--- src/rtl/balance_pkg.sv ---
// rtl/balance_pkg.sv - shared state encoding and rider-qualification defaults for the balance sequencer
package balance_pkg;

    typedef enum logic [2:0] {
        OFF  = 3'd0,
        IDLE = 3'd1,
        ARM  = 3'd2,
        RUN  = 3'd3,
        STOP = 3'd4
    } bal_state_t;

    localparam logic [11:0] DEF_MIN_RIDER_WT = 12'h200;
    localparam logic [11:0] DEF_WT_HYST      = 12'h040;
    localparam int          DEF_DBNC_SMPL    = 8;

endpackage

--- src/rtl/ss_scale.sv ---
// rtl/ss_scale.sv - soft-start scaling of the PID output into a registered motor command
module ss_scale (
    input  logic               clk,
    input  logic               rst,
    input  logic               en,
    input  logic signed [11:0] pid_cntrl,
    input  logic        [7:0]  ss_tmr,
    output logic signed [11:0] mtr_cmd
);

    logic signed [20:0] prod;

    // ss_tmr is zero-extended so 0..255 stays positive; 12x9 signed fits 21 bits
    assign prod = 21'(pid_cntrl) * 21'($signed({1'b0, ss_tmr}));

    always_ff @(posedge clk) begin
        if (rst) begin
            mtr_cmd <= '0;
        end else if (en) begin
            mtr_cmd <= 12'(prod >>> 8);
        end else begin
            mtr_cmd <= '0;
        end
    end

endmodule

--- src/rtl/balance_seq.sv ---
// rtl/balance_seq.sv - rider-qualifying sequencer gating the balance PID and soft-starting the motor command
module balance_seq
    import balance_pkg::*;
#(
    parameter logic [11:0] MIN_RIDER_WT = DEF_MIN_RIDER_WT,
    parameter logic [11:0] WT_HYST      = DEF_WT_HYST,
    parameter int          DBNC_SMPL    = DEF_DBNC_SMPL,
    parameter bit          FAST_SIM     = 1'b0
) (
    input  logic        clk,
    input  logic        rst,
    input  logic        pwr_up_req,
    input  logic        sns_vld,
    input  logic [11:0] lft_ld,
    input  logic [11:0] rght_ld,
    input  logic [11:0] PID_cntrl,
    input  logic [7:0]  ss_tmr,
    output logic        pid_vld,
    output logic        pid_pwr_up,
    output logic        pid_rider_off,
    output logic [11:0] mtr_cmd,
    output logic [2:0]  state_o
);

    localparam int             CW          = $clog2(DBNC_SMPL) + 1;
    localparam logic [CW-1:0]  N_SMPL      = CW'(FAST_SIM ? 2 : DBNC_SMPL);
    localparam logic [12:0]    PRESENT_THR = {1'b0, MIN_RIDER_WT};
    localparam logic [12:0]    ABSENT_THR  = {1'b0, MIN_RIDER_WT} - {1'b0, WT_HYST};

    bal_state_t    state, state_nxt;
    logic [CW-1:0] cnt, cnt_nxt, cnt_inc;
    logic [12:0]   ld_sum;
    logic          present, absent;
    logic          pwr_up_d, rider_off_d, vld_d, run_nxt;

    assign ld_sum  = {1'b0, lft_ld} + {1'b0, rght_ld};
    assign present = (ld_sum >= PRESENT_THR);
    assign absent  = (ld_sum < ABSENT_THR);
    assign cnt_inc = (cnt == '1) ? cnt : cnt + 1'b1;

    always_ff @(posedge clk) begin
        if (rst) begin
            state <= OFF;
            cnt   <= '0;
        end else begin
            state <= state_nxt;
            cnt   <= cnt_nxt;
        end
    end

    // Power removal overrides everything, including a debounce completing this cycle
    always_comb begin
        state_nxt = state;
        cnt_nxt   = cnt;
        if (!pwr_up_req) begin
            state_nxt = OFF;
            cnt_nxt   = '0;
        end else begin
            case (state)
                OFF: begin
                    state_nxt = IDLE;
                    cnt_nxt   = '0;
                end
                IDLE: begin
                    if (sns_vld && present) begin
                        state_nxt = ARM;
                        cnt_nxt   = CW'(1);
                    end
                end
                ARM: begin
                    if (sns_vld) begin
                        if (!present) begin
                            state_nxt = IDLE;
                            cnt_nxt   = '0;
                        end else if (cnt_inc == N_SMPL) begin
                            state_nxt = RUN;
                            cnt_nxt   = '0;
                        end else begin
                            cnt_nxt = cnt_inc;
                        end
                    end
                end
                RUN: begin
                    if (sns_vld) begin
                        if (!absent) begin
                            cnt_nxt = '0;
                        end else if (cnt_inc == N_SMPL) begin
                            state_nxt = STOP;
                            cnt_nxt   = '0;
                        end else begin
                            cnt_nxt = cnt_inc;
                        end
                    end
                end
                STOP: begin
                    state_nxt = IDLE;
                    cnt_nxt   = '0;
                end
                default: begin
                    state_nxt = OFF;
                    cnt_nxt   = '0;
                end
            endcase
        end
    end

    always_comb begin
        pwr_up_d    = (state_nxt == ARM) || (state_nxt == RUN);
        rider_off_d = (state_nxt == OFF) || (state_nxt == IDLE) || (state_nxt == STOP);
        vld_d       = sns_vld && (state == RUN);
        run_nxt     = (state_nxt == RUN);
    end

    always_ff @(posedge clk) begin
        if (rst) begin
            pid_vld       <= 1'b0;
            pid_pwr_up    <= 1'b0;
            pid_rider_off <= 1'b1;
        end else begin
            pid_vld       <= vld_d;
            pid_pwr_up    <= pwr_up_d;
            pid_rider_off <= rider_off_d;
        end
    end

    ss_scale u_ss_scale (
        .clk       (clk),
        .rst       (rst),
        .en        (run_nxt),
        .pid_cntrl (PID_cntrl),
        .ss_tmr    (ss_tmr),
        .mtr_cmd   (mtr_cmd)
    );

    assign state_o = state;

endmodule

--- config.mk ---
export PLATFORM = sky130hd
export DESIGN_NAME = balance_seq
export DESIGN_NICKNAME = d
export VERILOG_FILES = /design/src/rtl/balance_pkg.sv /design/src/rtl/ss_scale.sv /design/src/rtl/balance_seq.sv
export SDC_FILE = /design/constraint.sdc
export NUM_CORES = 1
export LEC_CHECK = 0
export CAP_MARGIN = 20
export CELL_PAD_IN_SITES_DETAIL_PLACEMENT = 0
export CELL_PAD_IN_SITES_GLOBAL_PLACEMENT = 1
export CORE_MARGIN = 10
export CORE_UTILIZATION = 45
export DETAILED_ROUTE_END_ITERATION = 16
export DONT_BUFFER_PORTS = 1
export GPL_TIMING_DRIVEN = 1
export PLACE_DENSITY_LB_ADDON = 0.1
export REMOVE_ABC_BUFFERS = 1
export SLEW_MARGIN = 20
export SYNTH_ARGS = -nofsm -noshare
export SYNTH_HDL_FRONTEND = slang
export SYNTH_SLANG_ARGS = --single-unit
--- constraint.sdc ---
create_clock -name clk -period 9.17 [get_ports clk]
set_clock_uncertainty 0.15 [all_clocks]
set_input_delay 1.834 -clock clk [delete_from_list [all_inputs] [get_ports clk]]
set_output_delay 1.834 -clock clk [all_outputs]
set_load 0.005 [all_outputs]
==> flow_summary.ini, run 1 <==
[drt]
drt_iter0_drc = 117
routed-via-count = 3486
postRouteWirelength_mm = 10.1
routed_wire_length_per_instance_um = 15.2
antenna_left = 0
routed_via_density = 5.23
drc = 0
drt_first_pass_iters = 4

[worst_setup_path]
r2r.worst_path.cells = 8
reg2reg_slack_ps = 6430
critical_path.slowest_cell = sky130_fd_sc_hd__fa_1
rr_startpoint = cnt[0]
setup_crit_end_kind = flop
regToRegEndpoint = u_ss_scale.mtr_cmd[6]
crit_path_max_incr_delay_ps = 560
cp_most_frequent_cell = sky130_fd_sc_hd__fa_1
timing.setup.critical_path_class = in -> reg
worst-path-max-fanout = 8
cp.required_ps = 9170
crit_path_start = PID_cntrl[3]
type_of_origin_of_the_critical_path = input pin
worstPathCellList = and2_1, fa_1, inv_1, fa_1, fa_1, inv_1, fa_1, ha_1, a21oi_1, nand2_1, a41oi_1, o21ba_2, a211oi_1, nor3_1, nor3_2
arrival_ps = 5840

[power]
finalPower_uw = 917
pint_uw = 475
power.share.clock = 0.100
power.share.combinational = 0.790
p_per_area_nw_per_um2 = 187
power_switching_share = 0.482
seqPwrFrac = 0.110
worst_ir_drop_vdd_mv = 0.206
p_switching_uw = 442
power.static_leakage_nw = 2.34

[cts]
clk_transition_reported_paths_ps = 80
post_cts.repair.setup_buffers = 0
cts_tree = yes
worstSkewPairLatency_ps = 270
cts.root.buffer_cell = sky130_fd_sc_hd__clkbuf_8
cts-htree-levels = 1
cts_hold_repair.buffers = 0
clock_sinks = 22
number_of_buffers_added_by_the_clock_tree_synthesis_step = 3
post_cts_resize_count = 0
cts_max_path_buffers = 2

[synth]
netlist_instances = 539
synth_area_sq_um = 4760
post_synth_most_frequent_cells = sky130_fd_sc_hd__inv_1, sky130_fd_sc_hd__fa_1, sky130_fd_sc_hd__and2_1
ys_seq_area_frac = 0.0926
async_reset_ff_frac = 0
post_synth_num_cell_types = 63
yosys.area.top_type = sky130_fd_sc_hd__fa_1
post_synth_main_area_contributors = sky130_fd_sc_hd__fa_1, sky130_fd_sc_hd__ha_1, sky130_fd_sc_hd__dfxtp_1, sky130_fd_sc_hd__inv_1, sky130_fd_sc_hd__and2_1
post-synth-top-area-fraction = 0.320
syn-mean-instance-area_sq_um = 8.82
ys.warnings.count = 0
synth.ff_latch_count = 22
synth_enable_flop_cells = 0
synthMostInstantiatedCell = sky130_fd_sc_hd__inv_1
dominantRegCellSynth = sky130_fd_sc_hd__dfxtp_1

[outcome]
result_of_the_run = completed

[global_route]
vias_in_the_first_global_route = 3605
antenna_violations_before_repair = 0
grt_max_degree = 15
global_route.overflow_total = 0
grt_first_pass_wirelength_mm = 17.4
all_layer_gr_usage = 0.140

[hold_path]
timing.hold.worst.start = cnt[2]
hold_end = cnt[2]
min_path_cells = 2
hp-class = reg -> reg

[die]
fp.dieH_um = 123
design.core.area_sq_um = 10300
start_util = 0.461
floorplan.io_pins = 66
dieArea_sq_um = 15100
core.rowCount = 37
die_width_um = 123

[sta]
rsz0062_at_grt = false
final_max_slew_viol_count = 0
finalHoldViolations = 0
max_freq_ghz = 0.171
worst_slew_pin_slew_ps = 579
setup_tns_ps = 0
maxSlewHeadroom = 0.603
finalCritPeriodShare = 0.637
setup_viol_count_final = 0
final_period_minus_worst_setup_slack_ps = 5840

[placement]
port_buffers = 0
place.detailed.hpwl_mm = 8.79
placedInstanceArea_sq_um = 4840
gp_congestion = 0.805

[final_layout]
antenna-diode-count = 0
synthToLayoutAreaGrowth_pct = 3.37
post-route-cell-area_sq_um = 4920
fraction_of_layout_cells_with_a_size_suffix_above_1 = 0.0491
layout.nets = 703

[job]
max_cap_viol_count = 0
placed cells by master (no fill, tap or decap), types with 2 or more instances in the layout:
master                     netlist  final
sky130_fd_sc_hd__and2_1         52     52
sky130_fd_sc_hd__o31ai_1         3      3
sky130_fd_sc_hd__nand2_1        51     51
sky130_fd_sc_hd__o21a_1          7      7
sky130_fd_sc_hd__nand2b_1        5      5
sky130_fd_sc_hd__o21ai_1         5      5
sky130_fd_sc_hd__o221ai_1        2      2
sky130_fd_sc_hd__o21ai_0        12     12
sky130_fd_sc_hd__xnor2_1         9      9
sky130_fd_sc_hd__a31oi_1         4      4
sky130_fd_sc_hd__nand4b_1        3      3
sky130_fd_sc_hd__fa_1           76     76
sky130_fd_sc_hd__nor3b_1         2      2
sky130_fd_sc_hd__o211ai_1        5      5
sky130_fd_sc_hd__nor3_2          3      3
sky130_fd_sc_hd__a211oi_1        5      5
sky130_fd_sc_hd__nand3_1         7      7
sky130_fd_sc_hd__nand4_1         2      2
sky130_fd_sc_hd__a21oi_1        16     16
sky130_fd_sc_hd__xor2_1          6      6
sky130_fd_sc_hd__nor4_1          2      2
sky130_fd_sc_hd__nor4_4          2      2
sky130_fd_sc_hd__dfxtp_1        22     22
sky130_fd_sc_hd__mux2i_1         2      2
sky130_fd_sc_hd__ha_1           48     48
sky130_fd_sc_hd__a211o_1         2      2
sky130_fd_sc_hd__nor3_1          6      6
sky130_fd_sc_hd__clkbuf_8        1      3
sky130_fd_sc_hd__a21o_1          2      2
sky130_fd_sc_hd__a41oi_1         2      2
sky130_fd_sc_hd__nor2_1         24     24
sky130_fd_sc_hd__inv_1         108    108
sky130_fd_sc_hd__nor2b_1         4      4
final cells by class:
| class | count | area, sq um |
|---|---|---|
| multi-input cells | 396 | 3830 |
| well taps | 136 | 170 |
| flip-flops and latches | 22 | 440 |
| clock inverters | 1 | 30.0 |
| fillers | 1003 | 5410 |
| inverters | 108 | 405 |
| clock buffers | 3 | 41.3 |
critical path, delay by kind of cell:
family | cells | cell delay, ps
adders and majority gates | 5 | 2380
AOI/OAI and AO/OA | 4 | 960
and+or+nand+nor | 4 | 570
buffers and inverters | 2 | 110
worst max-delay path by stage:
stage / to / slack [ps] / depth (start not counted)
after detailed placement: u_ss_scale.mtr_cmd[9] / 3020 / 15
after floorplan: u_ss_scale.mtr_cmd[9] / 3370 / 15
final: u_ss_scale.mtr_cmd[10] / 3330 / 15
after CTS: u_ss_scale.mtr_cmd[9] / 3310 / 15
after global placement: u_ss_scale.mtr_cmd[7] / 3080 / 15
after global routing: u_ss_scale.mtr_cmd[7] / 3080 / 15
metal layers:
metal / up-vias / track usage / wire length (um)
li1: 1705 / - / -
met1: 1712 / 0.173 / 4200
met2: 61 / 0.251 / 5280
met3: 8 / 0.0280 / 560
met4: 0 / 0.0199 / 94
met5: - / 0 / 0
flip-flops by register name (all words and copies together), names as in the netlist:
register / count
pid_rider_off: 1
pid_pwr_up: 1
cnt: 4
state_o: 3
pid_vld: 1
u_ss_scale.mtr_cmd: 12
stage by stage:
step	worst slack, ps	hold WS [ps]	cells	util
6_report	3330	429	666	0.476
3_5_place_dp	3020	411	662	0.469
5_1_grt	3080	483	666	0.476
3_3_place_gp	3080	403	662	0.469
2_1_floorplan	3370	365	526	-
4_1_cts	3310	429	666	0.476
cell families (layout without fill, tap and decap cells):
logic type,after synthesis,count (layout),synth area share
AO/OA/AOI/OAI,80,80,0.122
XOR/XNOR,15,15,0.0276
adder cells (fa/ha/maj),124,124,0.446
buffers and inverters,121,112,0.102
flip-flops,22,22,0.0926
multiplexers,3,3,0.00658
AND/OR/NAND/NOR,174,174,0.202
power by group through the flow:
| stage | Clock, mW | Combinational (mW) | Sequential, mW |
|---|---|---|---|
| CTS | 0.0945 | 0.738 | 0.101 |
| global placement | 0 | 0.725 | 0.103 |
| detailed placement | 0 | 0.731 | 0.103 |
| global route | 0.0999 | 0.845 | 0.102 |
| finish | 0.0919 | 0.724 | 0.101 |
| floorplan | 0 | 0.602 | 0.102 |
No activity file was read; power rests on OpenSTA's default activity.
==> run 2: changes to the inputs <==
clock period = 5.1 ns   (was 9.17 ns; I/O delays follow)
==> flow_summary.ini, run 2 (synthesis results as in run 1) <==
[cts]
cts.root.buffer_cell = sky130_fd_sc_hd__clkbuf_8
worstSkewPairLatency_ps = 260
post_cts.repair.setup_buffers = 0
cts-htree-levels = 1
clock_sinks = 22
number_of_buffers_added_by_the_clock_tree_synthesis_step = 3
cts_max_path_buffers = 2
clk_transition_reported_paths_ps = 70
cts_hold_repair.buffers = 0
cts_tree = yes

[die]
fp.dieH_um = 123
start_util = 0.461
dieArea_sq_um = 15100
floorplan.io_pins = 66
core.rowCount = 37
design.core.area_sq_um = 10300
die_width_um = 123

[global_route]
antenna_violations_before_repair = 0
global_route.overflow_total = 0
grt_max_degree = 15
grt_first_pass_wirelength_mm = 16.8
all_layer_gr_usage = 0.134
vias_in_the_first_global_route = 3526

[worst_setup_path]
reg2reg_slack_ps = 2430
timing.setup.critical_path_class = in -> reg
cp.required_ps = 5090
setup_crit_end_kind = flop
type_of_origin_of_the_critical_path = input pin
crit_path_max_incr_delay_ps = 540
critical_path.slowest_cell = sky130_fd_sc_hd__fa_1
worst-path-max-fanout = 8
cp_most_frequent_cell = sky130_fd_sc_hd__fa_1
arrival_ps = 4870
worstPathCellList = and2_1, fa_1, inv_1, fa_1, fa_1, inv_1, fa_1, ha_1, o211ai_1, nand2_1, a41oi_2, buf_4, o21ba_2, a21oi_1, mux2i_1, nor3_2

[sta]
finalCritPeriodShare = 0.957
max_freq_ghz = 0.205
maxSlewHeadroom = 0.562
setup_viol_count_final = 0
final_period_minus_worst_setup_slack_ps = 4880
final_max_slew_viol_count = 0
worst_slew_pin_slew_ps = 638
finalHoldViolations = 0
rsz0062_at_grt = false

[placement]
place.detailed.hpwl_mm = 8.55
port_buffers = 0
gp_congestion = 0.772
placedInstanceArea_sq_um = 4930

[final_layout]
fill_cells = 1044
post-route-cell-area_sq_um = 4990
antenna-diode-count = 0
utilization = 0.483
layout.nets = 714
fraction_of_layout_cells_with_a_size_suffix_above_1 = 0.0741
registers.top_by_ff_count = u_ss_scale.mtr_cmd
layout_commonest_cell = sky130_fd_sc_hd__inv_1
largest_register_ff_count = 12
most_used_cells_in_the_layout_excluding_fill_and_tap_cells = sky130_fd_sc_hd__inv_1, sky130_fd_sc_hd__fa_1, sky130_fd_sc_hd__and2_1
synthToLayoutAreaGrowth_pct = 4.95

[drt]
antenna_left = 0
postRouteWirelength_mm = 9.85
routed-via-count = 3536
routed_via_density = 5.23
routed_wire_length_per_instance_um = 14.6
drc = 0
drt_first_pass_iters = 4
drt_iter0_drc = 173

[power]
power.static_leakage_nw = 2.38
p_per_area_nw_per_um2 = 346
finalPower_mw = 1.73
worst_ir_drop_vdd_mv = 0.355

[job]
max_cap_viol_count = 0

[hold_path]
hp-class = reg -> reg

[outcome]
result_of_the_run = completed
## run 2: what timing repair did
item | CTS | global route
endpoints found under the hold margin | 0 | 0
gates resized for setup | 0 | 4
endpoints found under the setup margin | 0 | 3
## run 2: metal layers
layer	share of wire	up-vias	GRT usage
met1	0.41	1755	0.169
li1	-	1720	-
met2	0.54	57	0.240
met3	0.049	4	0.0234
met4	0.0029	0	0.0155
met5	0	-	0
## run 2: cell type report
cell class | instances | area, sq um | area share
flip-flops and latches | 22 | 440 | 0.0882
repair buffers | 11 | 82.6 | 0.0165
well taps | 136 | 170 | 0.0341
clock buffers | 3 | 41.3 | 0.00827
multi-input cells | 396 | 3850 | 0.772
inverters | 108 | 405 | 0.0812
## run 2: worst max-delay path, delay by kind of cell
kind,cells,cell delay [ps]
compound gates,4,680
fa+ha+maj,5,2330
buf+inv,3,270
mux,1,240
simple gates,3,330
## run 2: report_power, final
part	leakage (nW)	switching [mW]	internal, mW
clock network	0.0216	0.0516	0.0526
registers	0.178	0.00682	0.175
logic	2.18	0.759	0.683
total	2.38	0.818	0.911
## run 2: through the flow
step                setup TNS [ps]  setup WS (ps)  hold slack [ps]  cells
finish                           0            218              417    676
global route                     0           3.43              449    676
detailed placement            -246           -125              411    673
global placement             -56.6          -50.5              403    673
floorplan                        0            111              365    526
CTS                              0            141              422    676
## run 2: path summary, 6_finish.rpt
kind                start                      to  depth (start not counted)
max          PID_cntrl[3]  u_ss_scale.mtr_cmd[11]                         16
min                cnt[3]                  cnt[3]                          2
max reg2reg        cnt[0]   u_ss_scale.mtr_cmd[8]                          8
min reg2reg        cnt[3]                  cnt[3]                          2
